File: src/rtl/lzc_normalizer.sv
// rtl/lzc_normalizer.sv - two-stage leading-one detect and mantissa normaliser
module lzc_normalizer #(
  parameter  int WIDTH = 24,
  parameter  int EXP_W = 8,
  localparam int SW    = $clog2(WIDTH)
) (
  input  logic             clk,
  input  logic             rst,
  input  logic             in_valid,
  output logic             in_ready,
  input  logic [WIDTH-1:0] mant_in,
  input  logic [EXP_W-1:0] exp_in,
  output logic             out_valid,
  input  logic             out_ready,
  output logic [WIDTH-1:0] mant_out,
  output logic [EXP_W-1:0] exp_out,
  output logic [SW-1:0]    shift_amt,
  output logic             zero,
  output logic             underflow
);

  // Common width for comparing the exponent against the shift count
  localparam int CW = (EXP_W > SW) ? EXP_W : SW;

  logic             s1_valid;
  logic             s2_valid;
  logic             s1_adv;
  logic             s2_adv;

  logic [SW-1:0]    s1_pos;
  logic             s1_zero;
  logic [WIDTH-1:0] s1_mant;
  logic [EXP_W-1:0] s1_exp;

  logic [SW-1:0]    lead_pos;
  logic             in_zero;

  logic [SW-1:0]    nx_shift;
  logic [SW-1:0]    nx_amt;
  logic [WIDTH-1:0] nx_mant;
  logic [EXP_W-1:0] nx_exp;
  logic             nx_uf;

  // Handshake: each stage moves when its downstream slot is free or draining
  assign s2_adv    = !s2_valid || out_ready;
  assign s1_adv    = !s1_valid || s2_adv;
  assign in_ready  = s1_adv;
  assign out_valid = s2_valid;

  // Leading-one position; later (higher) indices overwrite so the MSB wins
  always_comb begin
    lead_pos = '0;
    for (int i = 0; i < WIDTH; i++) begin
      if (mant_in[i]) begin
        lead_pos = SW'(i);
      end
    end
    in_zero = (mant_in == '0);
  end

  // Shift/exponent adjustment; exponent clamps at zero and limits the shift
  always_comb begin
    nx_shift = SW'(WIDTH - 1) - s1_pos;
    nx_amt   = '0;
    nx_mant  = '0;
    nx_exp   = '0;
    nx_uf    = 1'b0;
    if (s1_zero) begin
      nx_amt  = '0;
      nx_mant = '0;
      nx_exp  = '0;
      nx_uf   = 1'b0;
    end else if (CW'(s1_exp) >= CW'(nx_shift)) begin
      nx_amt  = nx_shift;
      nx_mant = s1_mant << nx_shift;
      nx_exp  = s1_exp - EXP_W'(nx_shift);
      nx_uf   = 1'b0;
    end else begin
      nx_amt  = SW'(s1_exp);
      nx_mant = s1_mant << s1_exp;
      nx_exp  = '0;
      nx_uf   = 1'b1;
    end
  end

  // Stage 1: capture operand with its leading-one position
  always_ff @(posedge clk) begin
    if (rst) begin
      s1_valid <= 1'b0;
      s1_pos   <= '0;
      s1_zero  <= 1'b0;
      s1_mant  <= '0;
      s1_exp   <= '0;
    end else if (s1_adv) begin
      s1_valid <= in_valid;
      if (in_valid) begin
        s1_pos  <= lead_pos;
        s1_zero <= in_zero;
        s1_mant <= mant_in;
        s1_exp  <= exp_in;
      end
    end
  end

  // Stage 2: register normalised result; held while downstream stalls
  always_ff @(posedge clk) begin
    if (rst) begin
      s2_valid  <= 1'b0;
      mant_out  <= '0;
      exp_out   <= '0;
      shift_amt <= '0;
      zero      <= 1'b0;
      underflow <= 1'b0;
    end else if (s2_adv) begin
      s2_valid <= s1_valid;
      if (s1_valid) begin
        mant_out  <= nx_mant;
        exp_out   <= nx_exp;
        shift_amt <= nx_amt;
        zero      <= s1_zero;
        underflow <= nx_uf;
      end
    end
  end

endmodule

File: config.mk
export PLATFORM = sky130hd
export DESIGN_NAME = lzc_normalizer
export DESIGN_NICKNAME = d
export VERILOG_FILES = /design/src/rtl/lzc_normalizer.sv
export SDC_FILE = /design/constraint.sdc
export NUM_CORES = 1
export LEC_CHECK = 0
export BUFFER_PORTS_ARGS = -buffer_cell sky130_fd_sc_hd__buf_2
export CAP_MARGIN = 0
export CORE_ASPECT_RATIO = 0.8
export CORE_MARGIN = 2
export CORE_UTILIZATION = 35
export CTS_CLUSTER_SIZE = 24
export DETAILED_ROUTE_END_ITERATION = 7
export PLACE_DENSITY = 0.67
export SLEW_MARGIN = 0
export SYNTH_ARGS = -nofsm -noshare
export SYNTH_HDL_FRONTEND = slang
export SYNTH_SLANG_ARGS = --single-unit
File: constraint.sdc
create_clock -name clk -period 2.6 [get_ports clk]
set_clock_uncertainty 0.05 [all_clocks]
set_input_delay 0.13 -clock clk [delete_from_list [all_inputs] [get_ports clk]]
set_output_delay 0.13 -clock clk [all_outputs]
set_load 0.01 [all_outputs]
======== Yosys cells after proc, flatten, opt, wreduce, memory -nomap -nowiden ========
Cells that the tools add are included.
W data, S select, Z words.
word-level totals
  register bits ........................... 79
  input bits .............................. 36
  output and inout bits ................... 41
  logic and storage cells ................. 54
cells by class
  add/subtract/negate cells ............... 2
  magnitude comparators ................... 1
  shift operators ......................... 2
  muxes and demuxes ....................... 31
  reductions and logical operators ........ 7
operators by type and width
  cell                   number
  $mux W5                24
  $mux W24               2
  $logic_not A24 Y1      1
  $shl A24 B5 Y24        1
  $shl A24 B8 Y24        1
  $mux W8                2
  $ge A8 B5 Y1           1
  $sub A8 B5 Y8          1
  $sub A5 B5 Y5 const A  1
  $reduce_and A2 Y1      2
  $mux W1                3
  $logic_not A1 Y1       2
  $logic_or A1 B1 Y1     2

======== Depth between registers and ports, before layout ========
Gate-level depths: netlist of run 1.
  depth in word-level cells ............... 23
  mapped depth ............................ 13
  mapped depth without buffers ............ 11

======== Worst setup path after synthesis of run 1 ========
No wires, ideal clock.
  kind .................................... reg2reg
  start point ............................. register s1_pos[0]
  end point ............................... register mant_out[11]
  setup time .............................. 0.122 ns
  data arrival time ....................... 2.675 ns
  required time ........................... 2.428 ns
  slack ................................... -0.247 ns
  stages on the path, launching flop included .. 12
  buffers on the path ..................... 0
  clock period less this slack ............ 2.847 ns
  cells stage by stage .................... dfxtp_1 > inv_1 > ha_1 > fa_1 > nor2b_4 > o31ai_4 > and3_2 > nor2_4 > mux2i_1 > mux2i_1 > mux2_2 > a221o_1
on the way
  longest elaborated chain between the ends .. 4
  elaborated cells on any way between the ends .. 5
  those cells by class .................... add/sub (1); order compare (1); shift (1); mux (2)
RTL lines
  what                                                    line    source
  start, declared                                         30      logic [SW-1:0] s1_pos;
  start signal, assigned                                  97      s1_pos <= lead_pos;
  $sub A5 B5 Y5 (*)                                       63      nx_shift = SW'(WIDTH - 1) - s1_pos;
  $ge A8 B5 Y1 / $shl A24 B5 Y24 (equally long branches)  73, 75
  $mux W24 (*)                                            73      end else if (CW'(s1_exp) >= CW'(nx_shift)) begin
  $mux W24 (*)                                            68      if (s1_zero) begin
  end signal, assigned                                    117     mant_out <= nx_mant;
  end, declared                                           15      output logic [WIDTH-1:0] mant_out,
Mark *: on every way between the ends. The rest lies on a longest branch, timed or not.
A chain may end at the register's enable or synchronous reset.

======== Worst setup path after layout of run 1 ========
  start point ............................. register s1_pos[4]
  end point ............................... register mant_out[20]
The elaborated chain is that of the path after synthesis.

==> out/results.md, run 1 <==
| Quantity | Reported |
| --- | --- |
| Status | finished, violations left |
| Violated checks | setup timing |
| Final setup violating endpoints | 21 |
| Final worst-path setup slack | -0.300 ns |
| Adder-Cell Fraction of Synth Area | 1.76% |
| Routed Wire Length | 18.7 mm |
| Cell count after synthesis | 603 |
| Most instantiated library cell after synthesis | sky130_fd_sc_hd__nand2_1 |
| RSZ-0062 raised after global routing | yes |
| Post-detailed-placement half-perimeter wirelength | 13.3 mm |
| Max Freq | 345 MHz |
| Drt drc | 0 |
| Count of flip-flops with a built-in enable after synthesis | 0 |
| Power Dens Cells | 587 nW/um^2 |
| Path class of the lowest-slack min-delay path | in2reg |
| Number of H-tree levels | 3 |
| Min Tclk post-route | 2.90 ns |
| Total clock buffers created by CTS | 9 |
| Mapped Avg Cell Area | 7.78 um^2 |
| Chip Width | 133 um |
| Most common flop cell mapped by yosys | sky130_fd_sc_hd__dfxtp_1 |
| Maximum number of pins on one net before global-route repair | 56 |
| Class of the most critical setup path | reg2reg |
| Clock latency at the later pin of the worst-skew pair | 0.34 ns |
| RePlAce Congestion | 0.935 |
| Largest family of logic cells by synthesized area | compound AO/OA/AOI/OAI gates |
| Share of synthesized flip-flops with an asynchronous set or reset | 0% |
| Clock sinks | 79 |
| Antenna violation net count after detailed routing | 0 |
| Number of distinct library cells after synthesis | 67 |
| Total power of the final layout | 4.40 mW |
| GRT Util Overall | 25.4% |
| Count of warnings emitted by yosys | 0 |
| DIE HEIGHT | 108 um |
| Final number of hold-violating endpoints | 0 |
| Global-route wire length before repair | 28.7 mm |
| Maximum Capacitance Violations | 0 |
| Net Sw Frac | 34.2% |
| Sequential-to-total area share from yosys stat | 33.7% |
| Hold Path Depth | 3 |
| Die Footprint | 14300 um^2 |
| Combinational fraction of design power | 40.9% |
| Count of antenna diodes in the layout | 0 |
| Finished Layout Cells | 1005 |
| Fill count | 1134 |
| Arrival @ worst endpoint | 3.13 ns |
| Share of final-layout standard cells stronger than drive strength 1 | 44.8% |
| Signed area change from the synthesized netlist to the final layout | 59.9% |
| First-pass iteration count of the detailed router | 5 |
| Port-buffer cells | 76 |
| Sequential cell fraction of total power | 30.7% |
| Static Leak | 3.09 nW |
| Detail-routed net length per standard cell | 18.6 um |
| Clock slew seen by the registers of the worst setup and hold paths | 0.06 ns |
| Initial antenna violation count | 0 |
| Path length in cells of the critical path | 13 |
| Longest individual stage delay on the worst path | 0.34 ns |
| Critical path startpoint category | flop |
| Final-report max-slew violation count | 0 |
| Final setup TNS | -3.98 ns |
| Required time reported for the critical path endpoint | 2.83 ns |
| Net count after synthesis | 645 |
| Critical path buffer and inverter count | 3 |
| Largest cells by area after synthesis | sky130_fd_sc_hd__dfxtp_1 34%, sky130_fd_sc_hd__nand2_1 7.9%, sky130_fd_sc_hd__a21oi_1 7.7% |
| Peak supply drop | 315 uV |
| Switching component of the power | 1.51 mW |
| Mux contribution to synthesized area | 4.54% |
| Clock network fraction of design power | 28.4% |
| Top post-synthesis cells by count | 99 x sky130_fd_sc_hd__nand2_1, 79 x sky130_fd_sc_hd__dfxtp_1, 72 x sky130_fd_sc_hd__a21oi_1, 50 x sky130_fd_sc_hd__nor2_1, 26 x sky130_fd_sc_hd__o21ai_0 |
| CTS root buffer | sky130_fd_sc_hd__clkbuf_16 |
| Post-synth top area cell | sky130_fd_sc_hd__dfxtp_1 |
| Per-cell via count in the routed design | 5.61 |
| Area of the core | 13000 um^2 |
| Slew @ Worst Pin | 0.589 ns |
| Cells along the critical path | xor2_2 -> ha_4 -> nor4_4 -> buf_4 -> o21ai_4 -> buf_6 -> o21ai_1 -> buf_4 -> nand3_1 -> a211o_1 -> and4_1 -> a311o_1 -> o21ai_1 |
| Placed Cells incl. Taps | 938 |
| Top-Level Pins | 77 |
| Initial core utilization | 36.2% |
| Number of violations reported at the end of detailed-routing iteration 0 | 445 |
| Fraction of the mapped netlist area in compound gates | 29.5% |
| Longest Clk Path Bufs | 2 |
| Net total in the final layout | 868 |
| Cell area after technology mapping | 4690 um^2 |
| Tightest slew margin relative to the limit | 60.7% |
| Top-area cell type share of the netlist area | 33.7% |
| Number of cells on the worst reg-to-reg path | 13 |
| Overall overflow remaining after global route | 0 |
| Fin crit share | 112% |
| Flip-flop and latch count after synthesis | 79 |
| Internal Dissipation | 2.89 mW |
| Top fanout value on the critical path | 4 |
| Cell type of the slowest stage on the worst timing path | sky130_fd_sc_hd__dfxtp_2 |
| Clock tree from TritonCTS | yes |
| FP Rows | 37 |
| Simple-gate share of the synthesized area | 24.9% |
| Kind of capture point of the worst setup path | flop |
| Count of vias placed by the detailed router | 5639 |
| Vias in the first global route | 5342 |
| Cell type group with the largest total delay on the critical path | compound AO/OA/AOI/OAI gates |
| XOR/XNOR share of the synthesized area | 0.934% |
==> repair_timing <==
action,CTS,global route
pin swaps,23,42
setup buffers,29,16
gates resized for setup,89,71
endpoints found under the setup margin,24,24
cloned,2,1
endpoints found under the hold margin,7,0
hold buffers,7,0
==> layout make-up <==
cell class                      instances  area [um^2]  area share (%)
Clock buffer                           10          229            3.05
Sequential cell                        79         1590            21.2
Timing Repair Buffer                  243         1800            23.9
Clock inverter                          5         60.1           0.801
Tap cell                              175          219            2.92
Inverter                               15         56.3           0.751
Multi-Input combinational cell        478         3550            47.4
==> per-layer routing <==
metal  vias up  global-route usage, %  wire length, um
li1       2668                      -                -
met1      2672                   37.3             8720
met2       265                   38.2             8130
met3        34                   5.04             1550
met4         0                   6.16              289
met5         -                      0                0
==> worst paths after layout <==
check | end | slack [ns] | from
max reg2reg | mant_out[20] | -0.30 | s1_pos[4]
max | mant_out[20] | -0.30 | s1_pos[4]
min reg2reg | s1_mant[23] | 0.41 | s1_mant[23]
min | s1_mant[2] | 0.005 | mant_in[2]
==> cells in the final DEF, fill, tap and decap left out, types with 4 or more instances in the layout <==
cell type	count
sky130_fd_sc_hd__a211oi_1	5
sky130_fd_sc_hd__a211oi_2	9
sky130_fd_sc_hd__a211oi_4	5
sky130_fd_sc_hd__a21o_1	4
sky130_fd_sc_hd__a21oi_1	58
sky130_fd_sc_hd__a21oi_2	9
sky130_fd_sc_hd__a21oi_4	8
sky130_fd_sc_hd__a22oi_1	17
sky130_fd_sc_hd__a31oi_1	5
sky130_fd_sc_hd__a32oi_1	7
sky130_fd_sc_hd__and3_1	7
sky130_fd_sc_hd__and3_4	5
sky130_fd_sc_hd__buf_2	76
sky130_fd_sc_hd__buf_4	131
sky130_fd_sc_hd__buf_6	25
sky130_fd_sc_hd__clkbuf_16	10
sky130_fd_sc_hd__dfxtp_1	75
sky130_fd_sc_hd__dfxtp_2	4
sky130_fd_sc_hd__dlygate4sd3_1	7
sky130_fd_sc_hd__inv_1	12
sky130_fd_sc_hd__mux2i_1	12
sky130_fd_sc_hd__mux2i_2	7
sky130_fd_sc_hd__nand2_1	97
sky130_fd_sc_hd__nand2b_1	5
sky130_fd_sc_hd__nand3_1	14
sky130_fd_sc_hd__nand3_2	4
sky130_fd_sc_hd__nor2_1	45
sky130_fd_sc_hd__nor2_4	6
sky130_fd_sc_hd__nor3_1	14
sky130_fd_sc_hd__nor4_1	6
sky130_fd_sc_hd__o21ai_0	12
sky130_fd_sc_hd__o21ai_1	10
sky130_fd_sc_hd__o21ai_2	7
sky130_fd_sc_hd__o31ai_1	5
==> state kept, by name (all words and copies together) (netlist names) <==
name,count
underflow,1
zero,1
mant_out,24
s1_zero,1
s1_exp,8
s1_pos,5
exp_out,8
s1_mant,24
out_valid,1
shift_amt,5
s1_valid,1
==> through the flow <==
stage	cell area [um^2]	hold slack, ns	utilization (%)	worst slack [ns]
after global placement	6070	0.328	46.9	-0.371
final	7500	0.00478	57.8	-0.300
after detailed placement	6070	0.336	46.9	-0.471
after CTS	7010	0.000860	54.1	-0.249
after global routing	7500	0.00919	57.8	-0.402
after floorplan	4750	0.197	-	-0.116
==> kinds of logic after synthesis <==
logic type	count (synthesis)
compound gates	206
buf+inv	48
flops	79
simple gates	238
xor+xnor	5
mux	21
fa+ha+maj	6
==> power groups by stage <==
stage          combinational, mW  clock (mW)  sequential [mW]
4_1_cts                     1.52        1.26             1.34
3_3_place_gp                1.25           0             1.36
6_report                    1.80        1.25             1.35
2_1_floorplan              0.701           0             1.37
3_5_place_dp                1.26           0             1.37
5_1_grt                     1.90        1.32             1.36
==> worst register-to-register path, stage by stage, from the launching register on <==
cell and delay (ns):
sky130_fd_sc_hd__dfxtp_2 0.34, sky130_fd_sc_hd__xor2_2 0.19, sky130_fd_sc_hd__ha_4 0.18, sky130_fd_sc_hd__nor4_4 0.17, sky130_fd_sc_hd__buf_4 0.17, sky130_fd_sc_hd__o21ai_4 0.07
sky130_fd_sc_hd__buf_6 0.13, sky130_fd_sc_hd__o21ai_1 0.20, sky130_fd_sc_hd__buf_4 0.19, sky130_fd_sc_hd__nand3_1 0.15, sky130_fd_sc_hd__a211o_1 0.33, sky130_fd_sc_hd__and4_1 0.22
sky130_fd_sc_hd__a311o_1 0.31, sky130_fd_sc_hd__o21ai_1 0.14
(Power assumes the default switching activity.)
==> run 2: changes to the inputs <==
Settings changed: CELL_PAD_IN_SITES_DETAIL_PLACEMENT set to 1, CELL_PAD_IN_SITES_GLOBAL_PLACEMENT set to 1, PLACE_DENSITY 0.67 to 0.83.
==> run 2 against run 1 <==
- first-iteration DRC count is 29% higher
- count of clock-buffer cells in the layout rose by 1
- sequential share of layout area fell by 0.68 points
- flip-flop and latch count unchanged
- combinational power grew 13%
- non-clock buffer count grew 13
- total power up 5.8%
- worst setup slack worse by 0.25 ns
- register-to-register slack got worse by 0.25 ns
- routed wire length increased by 44%
- critical path depth is 1 lower
- the flow still finishes with violations (setup timing)
==> out/results.md, run 2 (synthesized netlist as in run 1, its figures left out) <==
| Quantity | Reported | Delta |
| --- | --- | --- |
| Net total in the final layout | 879 | +1.3% |
| Placed Cells incl. Taps | 946 | +0.85% |
| First-pass iteration count of the detailed router | 5 | unchanged |
| Signed area change from the synthesized netlist to the final layout | 66.0% |  |
| CTS root buffer | sky130_fd_sc_hd__clkbuf_16 |  |
| Clock slew seen by the registers of the worst setup and hold paths | 0.07 ns | about the same |
| Overall overflow remaining after global route | 0 | unchanged |
| Total clock buffers created by CTS | 9 | unchanged |
| Min Tclk post-route | 3.15 ns | +0.249 ns |
| Count of antenna diodes in the layout | 0 | unchanged |
| DIE HEIGHT | 108 um | unchanged |
| Drt drc | 0 | unchanged |
| Class of the most critical setup path | reg2reg |  |
| Placed Area | 6170 um^2 | +1.6% |
| Vias in the first global route | 6267 | +17% |
| Detail-routed net length per standard cell | 26.4 um | +42% |
| Final-report max-slew violation count | 0 | unchanged |
| Routed Wire Length | 26.8 mm | +44% |
| Number of cells on the worst reg-to-reg path | 12 | -1 |
| Final worst-path setup slack | -0.549 ns | -0.249 ns |
| Clock latency at the later pin of the worst-skew pair | 0.36 ns | +0.02 ns |
| Largest registers | mant_out: 24 flops, s1_mant: 24 flops |  |
| Number of H-tree levels | 3 | unchanged |
| Critical path startpoint category | flop |  |
| Critical path buffer and inverter count | 3 | unchanged |
| Power Dens Cells | 598 nW/um^2 | +1.9% |
| Cells along the critical path | xor2_4 -> ha_4 -> nor4_4 -> buf_4 -> o21a_4 -> a21oi_2 -> nor2_4 -> clkbuf_16 -> buf_4 -> mux2i_1 -> a22oi_2 -> a31oi_1 |  |
| Initial core utilization | 36.2% | unchanged |
| Top-Level Pins | 77 | unchanged |
| Cell type of the slowest stage on the worst timing path | sky130_fd_sc_hd__mux2i_1 |  |
| Max Freq | 318 MHz | -7.9% |
| Slew @ Worst Pin | 0.645 ns | +0.0557 ns |
| Reg-to-reg critical path endpoint | mant_out[22] |  |
| Kind of capture point of the worst setup path | flop |  |
| Tightest slew margin relative to the limit | 56.9% | -3.8 points |
| Peak supply drop | 375 uV | +19% |
| Required time reported for the critical path endpoint | 2.82 ns | about the same |
| Port-buffer cells | 76 | unchanged |
| Post-detailed-placement half-perimeter wirelength | 15.9 mm | +19% |
| Per-cell via count in the routed design | 6.24 | +11% |
| Worst setup path endpoint | mant_out[22] |  |
| Most frequent cells in the layout | 138 x sky130_fd_sc_hd__buf_4, 97 x sky130_fd_sc_hd__nand2_1, 76 x sky130_fd_sc_hd__buf_2 |  |
| Maximum number of pins on one net before global-route repair | 40 | -29% |
| Violated checks | setup timing |  |
| Area of the core | 13000 um^2 | unchanged |
| Maximum Capacitance Violations | 0 | unchanged |
| Post-route standard cell area excluding fillers | 7780 um^2 | +3.8% |
| Top fanout value on the critical path | 7 | +3 |
| Worst reg2reg path startpoint | s1_pos[4] |  |
| Final number of hold-violating endpoints | 0 | unchanged |
| Finished Layout Cells | 1017 | +1.2% |
| Setup slack of the most critical reg-to-reg path | -0.55 ns | -0.25 ns |
| RePlAce Congestion | 0.949 | +1.4% |
| Cell type with the highest occurrence count on the critical path | sky130_fd_sc_hd__buf_4 |  |
| Count of vias placed by the detailed router | 6348 | +13% |
| Worst hold margin | 0.00323 ns | -0.00155 ns |
| RSZ-0062 raised after global routing | yes |  |
| Chip Width | 133 um | unchanged |
| Die Footprint | 14300 um^2 | unchanged |
| Fin crit share | 121% | +9.6 points |
| Worst setup startpoint | s1_pos[4] |  |
| Path length in cells of the critical path | 12 | -1 |
| Clock sinks | 79 | unchanged |
| Status | finished, violations left |  |
| FP Rows | 37 | unchanged |
| Cell type group with the largest total delay on the critical path | compound AO/OA/AOI/OAI gates |  |
| Clock tree from TritonCTS | yes |  |
| Final setup violating endpoints | 27 | +29% |
| Arrival @ worst endpoint | 3.37 ns | +0.24 ns |
| GRT Util Overall | 32.3% | +6.8 points |
| Most common cell after layout, fill and taps aside | sky130_fd_sc_hd__buf_4 |  |
| Longest individual stage delay on the worst path | 0.40 ns | +0.06 ns |
| Path class of the lowest-slack min-delay path | in2reg |  |
| Global-route wire length before repair | 35.6 mm | +24% |
| Antenna violation net count after detailed routing | 0 | unchanged |
| Initial antenna violation count | 0 | unchanged |
| Longest Clk Path Bufs | 2 | unchanged |
| Share of final-layout standard cells stronger than drive strength 1 | 48.5% | +3.6 points |
| Static Leak | 3.17 nW | +2.6% |
| Number of violations reported at the end of detailed-routing iteration 0 | 576 | +29% |
run 2: cell types whose count changed in the layout (fill, tap and decap cells not counted), moves of 4 or more:
cell / previous run / this run
sky130_fd_sc_hd__a21oi_1: 58 / 53
sky130_fd_sc_hd__nand3_1: 14 / 10
sky130_fd_sc_hd__o21ai_4: 3 / 8
sky130_fd_sc_hd__nand3_2: 4 / 8
sky130_fd_sc_hd__buf_4: 131 / 138
sky130_fd_sc_hd__a21oi_2: 9 / 15
run 2: timing repair:
action                                  CTS  global route
resized for setup                        96           100
gates cloned                              0             1
pin swaps                                33            52
endpoints found under the hold margin     9             0
setup buffers                            22            25
endpoints found under the setup margin   28            32
hold buffers                              9             0
run 2: report_power, final:
part	switching (mW)	leakage (nW)	internal (mW)
Sequential	0.0859	0.649	1.28
Combinational	1.12	2.38	0.927
Clock	0.553	0.134	0.695
Total	1.75	3.17	2.90
run 2: metal layers:
layer	global-route usage, %	vias up	routed length (um)
met5	0	-	0
met4	12.2	0	1730
met3	7.16	141	2130
met2	54.3	409	12500
met1	40.5	3110	10500
li1	-	2688	-
run 2: tightest hold or removal path: cells and delay by family:
kind	cells	cell delay, ns
buffers and inverters	1	0.12
AOI/OAI and AO/OA	1	0.05
and+or+nand+nor	1	0.06
run 2: final cells by class:
class	instances	area [um^2]
inverter	15	56.3
clock buffer	11	253
tap	175	219
multi-input combinational	476	3690
sequential	79	1590
clock inverter	5	32.5
fill	1531	5180
timing repair buffer	256	1940
run 2: how the worst min path moves through the flow:
| stage | start | endpoint | slack [ns] | cells past startpoint |
|---|---|---|---|---|
| 2_1_floorplan | in_valid | s1_valid | 0.20 | 2 |
| 3_3_place_gp | exp_in[1] | s1_exp[1] | 0.32 | 3 |
| 3_5_place_dp | exp_in[1] | s1_exp[1] | 0.33 | 3 |
| 4_1_cts | mant_in[1] | s1_mant[1] | 0.0004 | 3 |
| 5_1_grt | mant_in[17] | s1_mant[17] | 0.007 | 3 |
| 6_report | mant_in[17] | s1_mant[17] | 0.003 | 3 |
run 2: through the flow:
step                TNS, ns  total power [mW]  worst slack [ns]  util, %
finish               -10.24              4.65            -0.549     60.0
global route         -12.58              4.78            -0.623     60.0
CTS                   -5.27              4.21            -0.314     54.8
detailed placement   -10.40              2.73            -0.532     47.6
global placement      -4.95              2.68            -0.295     47.6
floorplan            -0.487              2.07            -0.116        -
